[config.mk]
export PLATFORM = sky130hd
export DESIGN_NAME = pixel_stream_proc
export DESIGN_NICKNAME = d
export VERILOG_FILES = /design/src/rtl/pixel_stream_proc.sv
export SDC_FILE = /design/constraint.sdc
export NUM_CORES = 1
export LEC_CHECK = 0
export ABC_AREA = 1
export CORE_MARGIN = 4
export CORE_UTILIZATION = 60
export DETAILED_ROUTE_END_ITERATION = 7
export DONT_BUFFER_PORTS = 1
export PLACE_DENSITY = 0.76
export SLEW_MARGIN = 20
export SYNTH_ARGS = -nofsm -noshare
export SYNTH_HDL_FRONTEND = slang
export SYNTH_SLANG_ARGS = --single-unit
[constraint.sdc]
create_clock -name clk -period 3.7 [get_ports clk]
set_input_delay 0.185 -clock clk [delete_from_list [all_inputs] [get_ports clk]]
set_output_delay 0.185 -clock clk [all_outputs]
set_load 0.02 [all_outputs]
[src/rtl/pixel_stream_proc.sv]
// pixel_stream_proc: streaming per-pixel engine (bypass/invert/threshold/gradient) with line/frame markers.
// Define PSP_FRAME_CNT_EN to add the frame_cnt output counting handshaken end-of-frame pixels.
module pixel_stream_proc #(
    parameter int PIXEL_W    = 8,
    parameter int IMG_WIDTH  = 32,
    parameter int IMG_HEIGHT = 32
) (
    input  logic               clk,
    input  logic               rst,
    input  logic [1:0]         mode,
    input  logic [PIXEL_W-1:0] thresh,
    input  logic [PIXEL_W-1:0] pixel_in,
    input  logic               valid_in,
    output logic               ready_out,
    output logic [PIXEL_W-1:0] pixel_out,
    output logic               valid_out,
    input  logic               ready_in,
    output logic               eol_out,
    output logic               eof_out
`ifdef PSP_FRAME_CNT_EN
    ,
    output logic [15:0]        frame_cnt
`endif
);
    localparam int CW = $clog2(IMG_WIDTH);
    localparam int RW = IMG_HEIGHT > 1 ? $clog2(IMG_HEIGHT) : 1;
    localparam logic [CW-1:0] COL_LAST = CW'(IMG_WIDTH - 1);
    localparam logic [RW-1:0] ROW_LAST = RW'(IMG_HEIGHT - 1);

    logic [CW-1:0]      col_q, col_d;
    logic [RW-1:0]      row_q, row_d;
    logic [PIXEL_W-1:0] prev_q, prev_d, thr_q, thr_d, pix_q, pix_d;
    logic [1:0]         mode_q, mode_d;
    logic               valid_q, valid_d, eol_q, eol_d, eof_q, eof_d;
    logic               accept, line_start, eol, eof;
    logic [1:0]         cur_mode;
    logic [PIXEL_W-1:0] cur_thr, grad, res;

    assign ready_out = !valid_q || ready_in;
    assign valid_out = valid_q;
    assign pixel_out = pix_q;
    assign eol_out   = eol_q;
    assign eof_out   = eof_q;

    // The first pixel of a line is processed with the freshly sampled mode/thresh.
    always_comb begin
        accept     = valid_in && ready_out;
        line_start = col_q == '0;
        eol        = col_q == COL_LAST;
        eof        = eol && row_q == ROW_LAST;
        cur_mode   = line_start ? mode : mode_q;
        cur_thr    = line_start ? thresh : thr_q;
        grad       = pixel_in >= prev_q ? pixel_in - prev_q : prev_q - pixel_in;
        res        = cur_mode == 2'b00 ? pixel_in :
                     cur_mode == 2'b01 ? ~pixel_in :
                     cur_mode == 2'b10 ? (pixel_in >= cur_thr ? {PIXEL_W{1'b1}} : '0) :
                     (line_start ? '0 : grad);
        valid_d    = accept ? 1'b1 : (ready_in ? 1'b0 : valid_q);
        pix_d      = accept ? res : pix_q;
        eol_d      = accept ? eol : eol_q;
        eof_d      = accept ? eof : eof_q;
        col_d      = accept ? (eol ? '0 : col_q + CW'(1)) : col_q;
        row_d      = accept && eol ? (row_q == ROW_LAST ? '0 : row_q + RW'(1)) : row_q;
        prev_d     = accept ? pixel_in : prev_q;
        mode_d     = accept && line_start ? mode : mode_q;
        thr_d      = accept && line_start ? thresh : thr_q;
    end

    always_ff @(posedge clk) begin
        if (rst) begin
            valid_q <= 1'b0;
            pix_q   <= '0;
            eol_q   <= 1'b0;
            eof_q   <= 1'b0;
            col_q   <= '0;
            row_q   <= '0;
            prev_q  <= '0;
            mode_q  <= 2'b00;
            thr_q   <= '0;
        end else begin
            valid_q <= valid_d;
            pix_q   <= pix_d;
            eol_q   <= eol_d;
            eof_q   <= eof_d;
            col_q   <= col_d;
            row_q   <= row_d;
            prev_q  <= prev_d;
            mode_q  <= mode_d;
            thr_q   <= thr_d;
        end
    end

`ifdef PSP_FRAME_CNT_EN
    logic [15:0] fc_q, fc_d;
    assign frame_cnt = fc_q;
    always_comb fc_d = valid_q && ready_in && eof_q ? fc_q + 16'd1 : fc_q;
    always_ff @(posedge clk) begin
        if (rst) fc_q <= '0;
        else fc_q <= fc_d;
    end
`endif
endmodule
==> results of run 1 <==
[where the power goes]
part           switching [mW]  leakage [nW]  internal (mW)
combinational           0.262          1.10          0.141
sequential             0.0339         0.321          0.452
clock                   0.164        0.0581          0.201
[flip-flops by register name (all words and copies together) (netlist names)]
register   cells
col_q          5
eof_out        1
eol_out        1
mode_q         2
pixel_out      8
prev_q         8
row_q          5
thr_q          8
valid_out      1
[worst min-delay path by stage]
| stage | end | slack, ns | cells after the start |
|---|---|---|---|
| floorplan | thr_q[0] | 0.32 | 2 |
| global placement | pixel_out[4] | 0.25 | 1 |
| detailed placement | pixel_out[4] | 0.25 | 1 |
| CTS | thr_q[1] | 0.02 | 2 |
| global route | mode_q[1] | 0.02 | 2 |
| finish | thr_q[1] | 0.03 | 2 |
[cell type report]
class	instances	share of cell area
Clock buffer	5	0.0226
Clock inverter	3	0.0144
Inverter	69	0.0867
Multi-Input combinational cell	306	0.595
Sequential cell	39	0.256
Tap cell	54	0.0222
Timing Repair Buffer	1	0.00329
[critical path, cell delays in order (launching register included)]
cell and delay (ns):
dfxtp_1 0.38, inv_1 0.07, ha_1 0.19, inv_1 0.06
nor2_2 0.05, nand2_4 0.17, mux2i_1 0.22, ha_1 0.26
inv_1 0.06, nor2_1 0.03, o21ai_0 0.13, nand2_1 0.06
nand2_1 0.05, nand3_1 0.13, nand2_4 0.13, nand3_1 0.09
nand2_1 0.06, nand2_1 0.04, nand2_1 0.07, a21oi_2 0.05
[routing by layer]
layer,wire length (microns),up-vias,track usage
met1,3050,1170,0.293
li1,-,1374,-
met2,2980,54,0.374
met4,48,0,0.0694
met5,0,-,0
met3,409,4,0.0638
[cell usage in the layout, fill, tap and decap left out, types with 5 or more instances in the layout]
master,instances
nand3_1,33
inv_1,64
a21oi_2,5
clkbuf_8,5
a21oi_1,31
nand2_1,91
nor2_1,34
nand2_4,7
dfxtp_1,39
o21ai_0,35
ha_1,28
[kinds of logic after synthesis]
kind of cell | count (synthesis) | synth area share
AO/OA/AOI/OAI | 87 | 0.177
flip-flops | 39 | 0.269
multiplexers | 2 | 0.00689
AND/OR/NAND/NOR | 187 | 0.306
adder cells (fa/ha/maj) | 30 | 0.134
buffers and inverters | 80 | 0.108
[timing repair]
action,CTS,global route
endpoints found under the setup margin,0,0
hold buffers,1,0
buffers inserted,0,0
hold endpoints to repair,10,0
==> results.sh, run 1 <==
export IMPL_outcome="finished clean"
export IMPL_total_power_mw=1.25
export IMPL_path_clk_slew_ns=0.08
export IMPL_fillCellCount=430
export IMPL_gr_total_overflow=0
export IMPL_yosysTopAreaCell="dfxtp_1"
export IMPL_pre_cts_ws_ns=1.30
export IMPL_ys_warn_count=0
export IMPL_dpl_cell_count=468
export IMPL_worstSetupEndpoint="pixel_out[3]"
export IMPL_cts_buffers=5
export IMPL_syn_cell_area_sq_mm=0.00291
export IMPL_r2r_end="pixel_out[3]"
export IMPL_synth_top_area_share=0.269
export IMPL_die_area_sq_mm=0.00602
export IMPL_placed_area_sq_mm=0.00292
export IMPL_post_route_drc_count=0
export IMPL_post_route_util=0.649
export IMPL_timing_final_ws_setup_ns=1.26
export IMPL_cp_max_fo=17
export IMPL_syn_nets=477
export IMPL_cts_tree="built"
export IMPL_grt_pass1_wl_mm=11.2
export IMPL_place_congestion=0.923
export IMPL_io_pins=34
export IMPL_dp_hpwl_mm=5.00
export IMPL_dr_total_vias=2602
export IMPL_min_period_ns=2.44
export IMPL_num_antenna_cells=0
export IMPL_port_buffers=0
export IMPL_cp_required_ns=3.87
export IMPL_relSlewSlack=0.544
export IMPL_regArea_sq_um=781
export IMPL_root_buffer="clkbuf_8"
export IMPL_initial_core_util=0.619
export IMPL_final_cells=477
export IMPL_power_density_cell_area_mw_per_mm2=412
export IMPL_seq_area_frac_synth=0.269
export IMPL_fp_dieH_microns=77.6
export IMPL_rsz0062_at_grt="false"
export IMPL_ys_types=38
export IMPL_max_slew_worst_pin_slew_ns=0.684
export IMPL_wirelength_mm=6.49
export IMPL_h_tree_depth=2
export IMPL_syn_inst=425
export IMPL_fmax_mhz=409
export IMPL_area_delta_synth_final_pct=4.87
export IMPL_routed_via_density=5.45
export IMPL_clock_latency_ns=0.30
export IMPL_syn_mean_instance_area_sq_um=6.84
export IMPL_cp_startpoint="col_q[0]"
export IMPL_ir_worst_vdd_mv=0.292
export IMPL_hp_class="in -> reg"
export IMPL_ys_ff_latch=39
export IMPL_grt_pass1_vias=2487
export IMPL_num_rows=25
export IMPL_async_flop_share=0
export IMPL_drt_antenna_violating_nets=0
export IMPL_antenna_found_initial=0
export IMPL_track_usage=0.229
export IMPL_chipWidth_microns=77.6
export IMPL_fin_area_sq_mm=0.00305
export IMPL_cp_start_kind="register"
export IMPL_synth_flop_cell="dfxtp_1"
export IMPL_synth_area_leaders="dfxtp_1 27%, ha_1 12%, nand2_1 12%"
export IMPL_fin_skew_ns=0.00664
export IMPL_criticalPathCategory="reg -> reg"
export IMPL_multi_input_area_sq_mm=0.00181
export IMPL_grt_max_degree=38
export IMPL_drt_iter0_markers=104
export IMPL_layout_nets=474
export IMPL_r2r_setup_slack_ns=1.26
export IMPL_wl_per_cell_microns=13.6
export IMPL_ctsLongestPathBuffers=2
export IMPL_endpoint_kind="register"
export IMPL_r2r_cells=19
export IMPL_r2r_start="col_q[0]"
export IMPL_synth_edf_count=0
export IMPL_min_from="thresh[1]"
export IMPL_crit_arrival_ns=2.61
export IMPL_post_cts_resized=0
export IMPL_leakagePower_nw=1.48
export IMPL_yosys_top_cells_count="91 x nand2_1, 64 x inv_1, 39 x dfxtp_1"
export IMPL_maxSlewViolCount=0
export IMPL_hold_violations=0
export IMPL_core_sq_mm=0.00469
export IMPL_whs_ns=0.0256
export IMPL_cap_violations=0
export IMPL_setup_viol=0
export IMPL_first_pass_iters=4
export IMPL_synth_most_common_cell="nand2_1"
export IMPL_drive_above_1_share=0.0969
export IMPL_tns_ns=0
export IMPL_finalCritPeriodShare=0.661
export IMPL_clock_sinks=39
(Power assumes the default switching activity.)
==> run 2: changes to the inputs <==
--- a/config.mk
+++ b/config.mk
@@ -5,7 +5,7 @@
 export SDC_FILE = /design/constraint.sdc
 export NUM_CORES = 1
 export LEC_CHECK = 0
-export ABC_AREA = 1
+export ABC_AREA = 0
 export CORE_MARGIN = 4
 export CORE_UTILIZATION = 60
 export DETAILED_ROUTE_END_ITERATION = 7
==> constraint.sdc (replaced) <==
create_clock -name clk -period 2.46 [get_ports clk]
set_input_delay 0.123 -clock clk [delete_from_list [all_inputs] [get_ports clk]]
set_output_delay 0.123 -clock clk [all_outputs]
set_load 0.02 [all_outputs]
==> results.sh, run 2 <==
export IMPL_outcome="finished with violations"
export IMPL_violations="setup timing"
export IMPL_io_pins=34
export IMPL_port_buffers=0
export IMPL_max_slew_worst_pin_slew_ns=0.731
export IMPL_post_route_util=0.757
export IMPL_hold_violations=0
export IMPL_path_clk_slew_ns=0.08
export IMPL_synth_edf_count=0
export IMPL_cp_required_ns=2.68
export IMPL_endpoint_kind="register"
export IMPL_drt_antenna_violating_nets=0
export IMPL_gr_total_overflow=0
export IMPL_syn_nets=406
export IMPL_grt_max_degree=38
export IMPL_synth_compound_area_frac=0.191
export IMPL_layout_nets=440
export IMPL_min_from="rst"
export IMPL_core_sq_mm=0.00438
export IMPL_grt_pass1_wl_mm=11.4
export IMPL_synth_area_leaders="dfxtp_1 28%, ha_1 13%, a21oi_1 8.9%"
export IMPL_cp_slowest_cell="dfxtp_2"
export IMPL_ys_warn_count=0
export IMPL_yosysTopAreaCell="dfxtp_1"
export IMPL_cts_tree="built"
export IMPL_num_antenna_cells=0
export IMPL_worstPathCellList="inv_2 > ha_4 > nor4b_4 > buf_6 > buf_6 > buf_6 > mux2i_2 > ha_2 > buf_6 > o2111ai_4 > o21ai_2 > nand3b_1 > nand2_2 > a21oi_2 > o32ai_2"
export IMPL_hp_class="in -> reg"
export IMPL_place_congestion=0.816
export IMPL_chipWidth_microns=75.7
export IMPL_dr_total_vias=2621
export IMPL_timing_final_ws_setup_ns=-0.152
export IMPL_r2r_start="col_q[0]"
export IMPL_routed_via_density=5.94
export IMPL_r2r_setup_slack_ns=-0.15
export IMPL_syn_inst=354
export IMPL_synth_xor_area_share=0.0510
export IMPL_wl_per_cell_microns=16.9
export IMPL_post_route_drc_count=0
export IMPL_fp_dieH_microns=75.7
export IMPL_maxSlewViolCount=0
export IMPL_syn_mean_instance_area_sq_um=7.76
export IMPL_min_period_ns=2.61
export IMPL_fin_skew_ns=0.00513
export IMPL_power_density_cell_area_mw_per_mm2=529
export IMPL_crit_path_frequent_cell="buf_6"
export IMPL_first_pass_iters=4
export IMPL_ctsLongestPathBuffers=2
export IMPL_synth_top_family_by_area="simple AND/OR/NAND/NOR gates"
export IMPL_layout_common_cells="62 x nand2_1, 47 x a21oi_1, 37 x dfxtp_1"
export IMPL_cp_startpoint="col_q[0]"
export IMPL_synth_most_common_cell="nand2_1"
export IMPL_synth_flop_cell="dfxtp_1"
export IMPL_cp_max_fo=6
export IMPL_yosys_top_cells_count="63 x nand2_1, 49 x a21oi_1, 39 x dfxtp_1"
export IMPL_cp_start_kind="register"
export IMPL_ys_ff_latch=39
export IMPL_seq_area_frac_synth=0.284
export IMPL_ir_worst_vdd_mv=0.442
export IMPL_total_power_mw=1.76
export IMPL_syn_cell_area_sq_mm=0.00275
export IMPL_area_delta_synth_final_pct=20.8
export IMPL_finalCritPeriodShare=1.06
export IMPL_wirelength_mm=7.44
export IMPL_drive_above_1_share=0.152
export IMPL_leakagePower_nw=1.40
export IMPL_synth_simple_gate_area_frac=0.230
export IMPL_rsz0062_at_grt="true"
export IMPL_antenna_found_initial=0
export IMPL_relSlewSlack=0.511
export IMPL_setup_viol=8
export IMPL_criticalPathCategory="reg -> reg"
export IMPL_synthMuxAreaShare=0.0483
export IMPL_synth_top_area_share=0.284
export IMPL_cap_violations=0
export IMPL_initial_core_util=0.627
export IMPL_dp_hpwl_mm=4.97
export IMPL_final_common_cell="nand2_1"
export IMPL_num_rows=24
export IMPL_track_usage=0.266
export IMPL_async_flop_share=0
export IMPL_fmax_mhz=383
export IMPL_drt_iter0_markers=196
export IMPL_slowest_delay_ns=0.33
export IMPL_clock_latency_ns=0.29
export IMPL_ys_types=50
export IMPL_cts_buffers=5
export IMPL_clock_sinks=39
export IMPL_crit_arrival_ns=2.83
export IMPL_die_area_sq_mm=0.00573
export IMPL_synth_adder_area_share=0.142
export IMPL_root_buffer="clkbuf_8"
export IMPL_h_tree_depth=2
export IMPL_grt_pass1_vias=2408
## run 2: cell types whose count changed after synthesis, sizes merged, moves of 8 or more
cell,delta
nand2,-38
xor2,+8
o21ai,-24
xnor2,+8
a21oi,+12
inv,-47
mux2i,+9
nor2,-20
nor3,+12
nand3,-30
## run 2: cell type report
type | instances | area (sq um)
Multi-Input combinational cell | 278 | 1910
Fill cell | 325 | 1070
Sequential cell | 39 | 783
Timing Repair Buffer | 42 | 390
Inverter | 22 | 82.6
Clock buffer | 6 | 72.6
Tap cell | 52 | 65.1
Clock inverter | 2 | 12.5
## run 2: per-layer routing
metal  track usage  part of all wire  vias up
li1              -                 -     1306
met1         0.351              0.43     1208
met2         0.451              0.49       94
met3        0.0475             0.066       13
met4        0.0680             0.018        0
met5             0                 0        -
## run 2: worst paths after layout
check	to	depth (start not counted)
max	pixel_out[7]	15
min	pixel_out[4]	3
min reg2reg	thr_q[4]	2
max reg2reg	pixel_out[7]	15
## run 2: power by group
| part | internal [mW] | switching, mW |
|---|---|---|
| Sequential | 0.671 | 0.0533 |
| Clock | 0.198 | 0.235 |
| Combinational | 0.280 | 0.317 |
| Total | 1.15 | 0.606 |
## run 2: cells by family (layout without fill, tap and decap cells)
family                   Yosys count  count (layout)
AND/OR/NAND/NOR                  132             132
AO/OA/AOI/OAI                     87              87
flip-flops                        39              39
buffers and inverters             37              72
adder cells (fa/ha/maj)           30              30
XOR/XNOR                          16              16
multiplexers                      13              13
## run 2: worst max-delay path: cells and delay by family (launching register included)
kind                     cells  cell delay [ns]
AND/OR/NAND/NOR              3             0.51
adder cells (fa/ha/maj)      2             0.34
flip-flops                   1             0.33
AO/OA/AOI/OAI                4             0.60
multiplexers                 1             0.20
buffers and inverters        5             0.54
## run 2: through the flow
step | TNS, ns | hold WS [ns] | worst slack (ns) | cell area [sq um] | std cells
after floorplan | -1.49 | 0.252 | -0.262 | 2760 | 354
after global placement | -0.180 | 0.197 | -0.0666 | 2880 | 407
after detailed placement | -0.702 | 0.198 | -0.152 | 2880 | 407
after CTS | -0.116 | 0.00112 | -0.0904 | 3250 | 440
after global routing | -1.82 | 0.00982 | -0.306 | 3320 | 441
final | -0.571 | 0.00986 | -0.152 | 3320 | 441
## run 2: what timing repair did
| item | in CTS | in global routing |
|---|---|---|
| endpoints found under the setup margin | 7 | 8 |
| hold endpoints to repair | 37 | 0 |
| gates resized for setup | 12 | 12 |
| setup buffers | 6 | 1 |
| pin swaps | 10 | 9 |
| hold buffers | 20 | 0 |
==> run 3: changes to the inputs <==
--- a/config.mk
+++ b/config.mk
@@ -6,11 +6,12 @@
 export NUM_CORES = 1
 export LEC_CHECK = 0
 export ABC_AREA = 0
+export BUFFER_PORTS_ARGS = -buffer_cell sky130_fd_sc_hd__buf_2
 export CORE_MARGIN = 4
-export CORE_UTILIZATION = 60
+export CORE_UTILIZATION = 58
+export CTS_CLUSTER_SIZE = 20
 export DETAILED_ROUTE_END_ITERATION = 7
-export DONT_BUFFER_PORTS = 1
-export PLACE_DENSITY = 0.76
+export PLACE_DENSITY = 0.8
 export SLEW_MARGIN = 20
 export SYNTH_ARGS = -nofsm -noshare
 export SYNTH_HDL_FRONTEND = slang
==> results.sh, run 3 (synthesized netlist as in run 2, its figures left out) <==
export IMPL_outcome="finished with violations"
export IMPL_violations="setup timing"
export IMPL_tns_ns=-0.830
export IMPL_port_buffers=33
export IMPL_num_rows=24
export IMPL_area_delta_synth_final_pct=16.3
export IMPL_post_route_drc_count=0
export IMPL_first_pass_iters=5
export IMPL_drt_antenna_violating_nets=0
export IMPL_layout_common_cells="62 x nand2_1, 48 x a21oi_1, 37 x dfxtp_1"
export IMPL_io_pins=34
export IMPL_cap_violations=0
export IMPL_clkPwrFrac=0.248
export IMPL_gr_total_overflow=0
export IMPL_wl_per_cell_microns=15.2
export IMPL_rsz0062_at_grt="true"
export IMPL_ctsLongestPathBuffers=2
export IMPL_fmax_mhz=383
export IMPL_leakagePower_nw=1.44
export IMPL_dpl_cell_count=443
export IMPL_wirelength_mm=6.88
export IMPL_finalCritPeriodShare=1.06
export IMPL_layout_nets=451
export IMPL_crit_arrival_ns=2.76
export IMPL_grt_busiest_layer="met2"
export IMPL_num_antenna_cells=0
export IMPL_h_tree_depth=2
export IMPL_power_density_cell_area_mw_per_mm2=535
export IMPL_crit_path_frequent_cell="a221oi_2"
export IMPL_path_clk_slew_ns=0.08
export IMPL_routed_via_density=5.85
export IMPL_max_slew_worst_pin_slew_ns=0.771
export IMPL_grt_use_met1=0.317
export IMPL_root_buffer="clkbuf_8"
export IMPL_initial_core_util=0.614
export IMPL_fin_skew_ns=0.00379
export IMPL_fillCellCount=378
export IMPL_clock_latency_ns=0.29
export IMPL_die_area_sq_mm=0.00590
export IMPL_worstPathCellList="inv_2 > ha_4 > nor4b_4 > buf_6 > mux2i_2 > ha_1 > a21o_1 > a221oi_2 > o21ai_1 > nand3b_1 > nand2_2 > a221oi_2 > nor3_1"
export IMPL_fp_dieH_microns=76.8
export IMPL_cp_slowest_cell="dfxtp_2"
export IMPL_ir_worst_vdd_mv=0.319
export IMPL_relSlewSlack=0.486
export IMPL_intPower_mw=1.12
export IMPL_core_sq_mm=0.00447
export IMPL_netSwitchingPower_mw=0.590
export IMPL_cp_required_ns=2.61
export IMPL_multi_input_area_sq_mm=0.00187
export IMPL_cts_tree="built"
export IMPL_maxSlewViolCount=0
export IMPL_regArea_sq_um=783
export IMPL_dp_hpwl_mm=5.02
export IMPL_grt_max_degree=44
export IMPL_criticalPathCategory="reg -> reg"
export IMPL_track_usage=0.239
export IMPL_pre_cts_ws_ns=-0.119
export IMPL_combPwrFrac=0.343
export IMPL_slowest_delay_ns=0.33
export IMPL_cp_max_fo=6
export IMPL_setup_viol=7
export IMPL_grt_pass1_vias=2592
export IMPL_timing_final_ws_setup_ns=-0.148
export IMPL_post_route_util=0.714
export IMPL_dr_total_vias=2644
export IMPL_grt_use_met2=0.398
export IMPL_cts_buffers=5
export IMPL_grt_pass1_wl_mm=11.8
export IMPL_min_period_ns=2.61
export IMPL_hp_class="in -> reg"
export IMPL_drt_iter0_markers=237
export IMPL_place_congestion=0.842
export IMPL_hold_buffers=0
export IMPL_hold_violations=0
export IMPL_grtUsageMet3=0.0422
export IMPL_seqPwrFrac=0.409
export IMPL_sw_frac_of_total=0.345
export IMPL_final_common_cell="nand2_1"
export IMPL_drive_above_1_share=0.200
export IMPL_chipWidth_microns=76.8
export IMPL_clock_sinks=39
export IMPL_final_cells=452
export IMPL_antenna_found_initial=0
export IMPL_endpoint_kind="register"
export IMPL_cp_start_kind="register"
==> run 3: critical path: cells and delay by family, from the launching register on <==
kind,cells,cell delay (ns)
AOI/OAI and AO/OA,4,0.77
and+or+nand+nor,4,0.50
adders and majority gates,2,0.41
DFF,1,0.33
buffers and inverters,2,0.24
muxes,1,0.22
==> run 3: stage by stage <==
| stage | hold WS, ns | total power, mW | instance area [sq um] |
|---|---|---|---|
| 6_report | 0.0782 | 1.71 | 3200 |
| 5_1_grt | 0.0916 | 1.81 | 3200 |
| 4_1_cts | 0.0713 | 1.70 | 3190 |
| 3_5_place_dp | 0.381 | 1.26 | 3060 |
| 3_3_place_gp | 0.377 | 1.25 | 3060 |
| 2_1_floorplan | 0.252 | 1.09 | 2760 |
==> run 3: final timing paths <==
| check | slack [ns] | end | depth (start not counted) | startpoint |
|---|---|---|---|---|
| worst max-delay path | -0.15 | pixel_out[6] | 13 | col_q[0] |
| worst min-delay path | 0.08 | thr_q[4] | 3 | thresh[4] |
| worst max register to register | -0.15 | pixel_out[6] | 13 | col_q[0] |
| worst min register to register | 0.46 | pixel_out[0] | 2 | pixel_out[0] |
==> run 3: metal layers <==
layer  vias up  share of wire
met5         -              0
met4         0          0.014
met3        11          0.061
met2        74           0.47
met1      1228           0.45
li1       1331              -
==> run 3: cell type report <==
cell class                      instances  share of cell area
Clock buffer                            7              0.0239
Clock inverter                          1             0.00157
Inverter                               22              0.0258
Multi-Input combinational cell        278               0.584
Sequential cell                        39               0.245
Tap cell                               52              0.0204
Timing Repair Buffer                   53              0.0998
==> run 3: timing repair <==
item,in CTS,in global routing
pin swaps,8,7
setup endpoints to repair,8,8
buffers inserted,1,2
gates resized for setup,11,1
==> run 3: power by group through the flow <==
stage               logic (mW)  registers (mW)  clock network (mW)
CTS                      0.573           0.699               0.430
detailed placement       0.549           0.713                   0
global placement         0.535           0.712                   0
finish                   0.586           0.700               0.424
floorplan                0.369           0.725                   0
global route             0.647           0.706               0.455
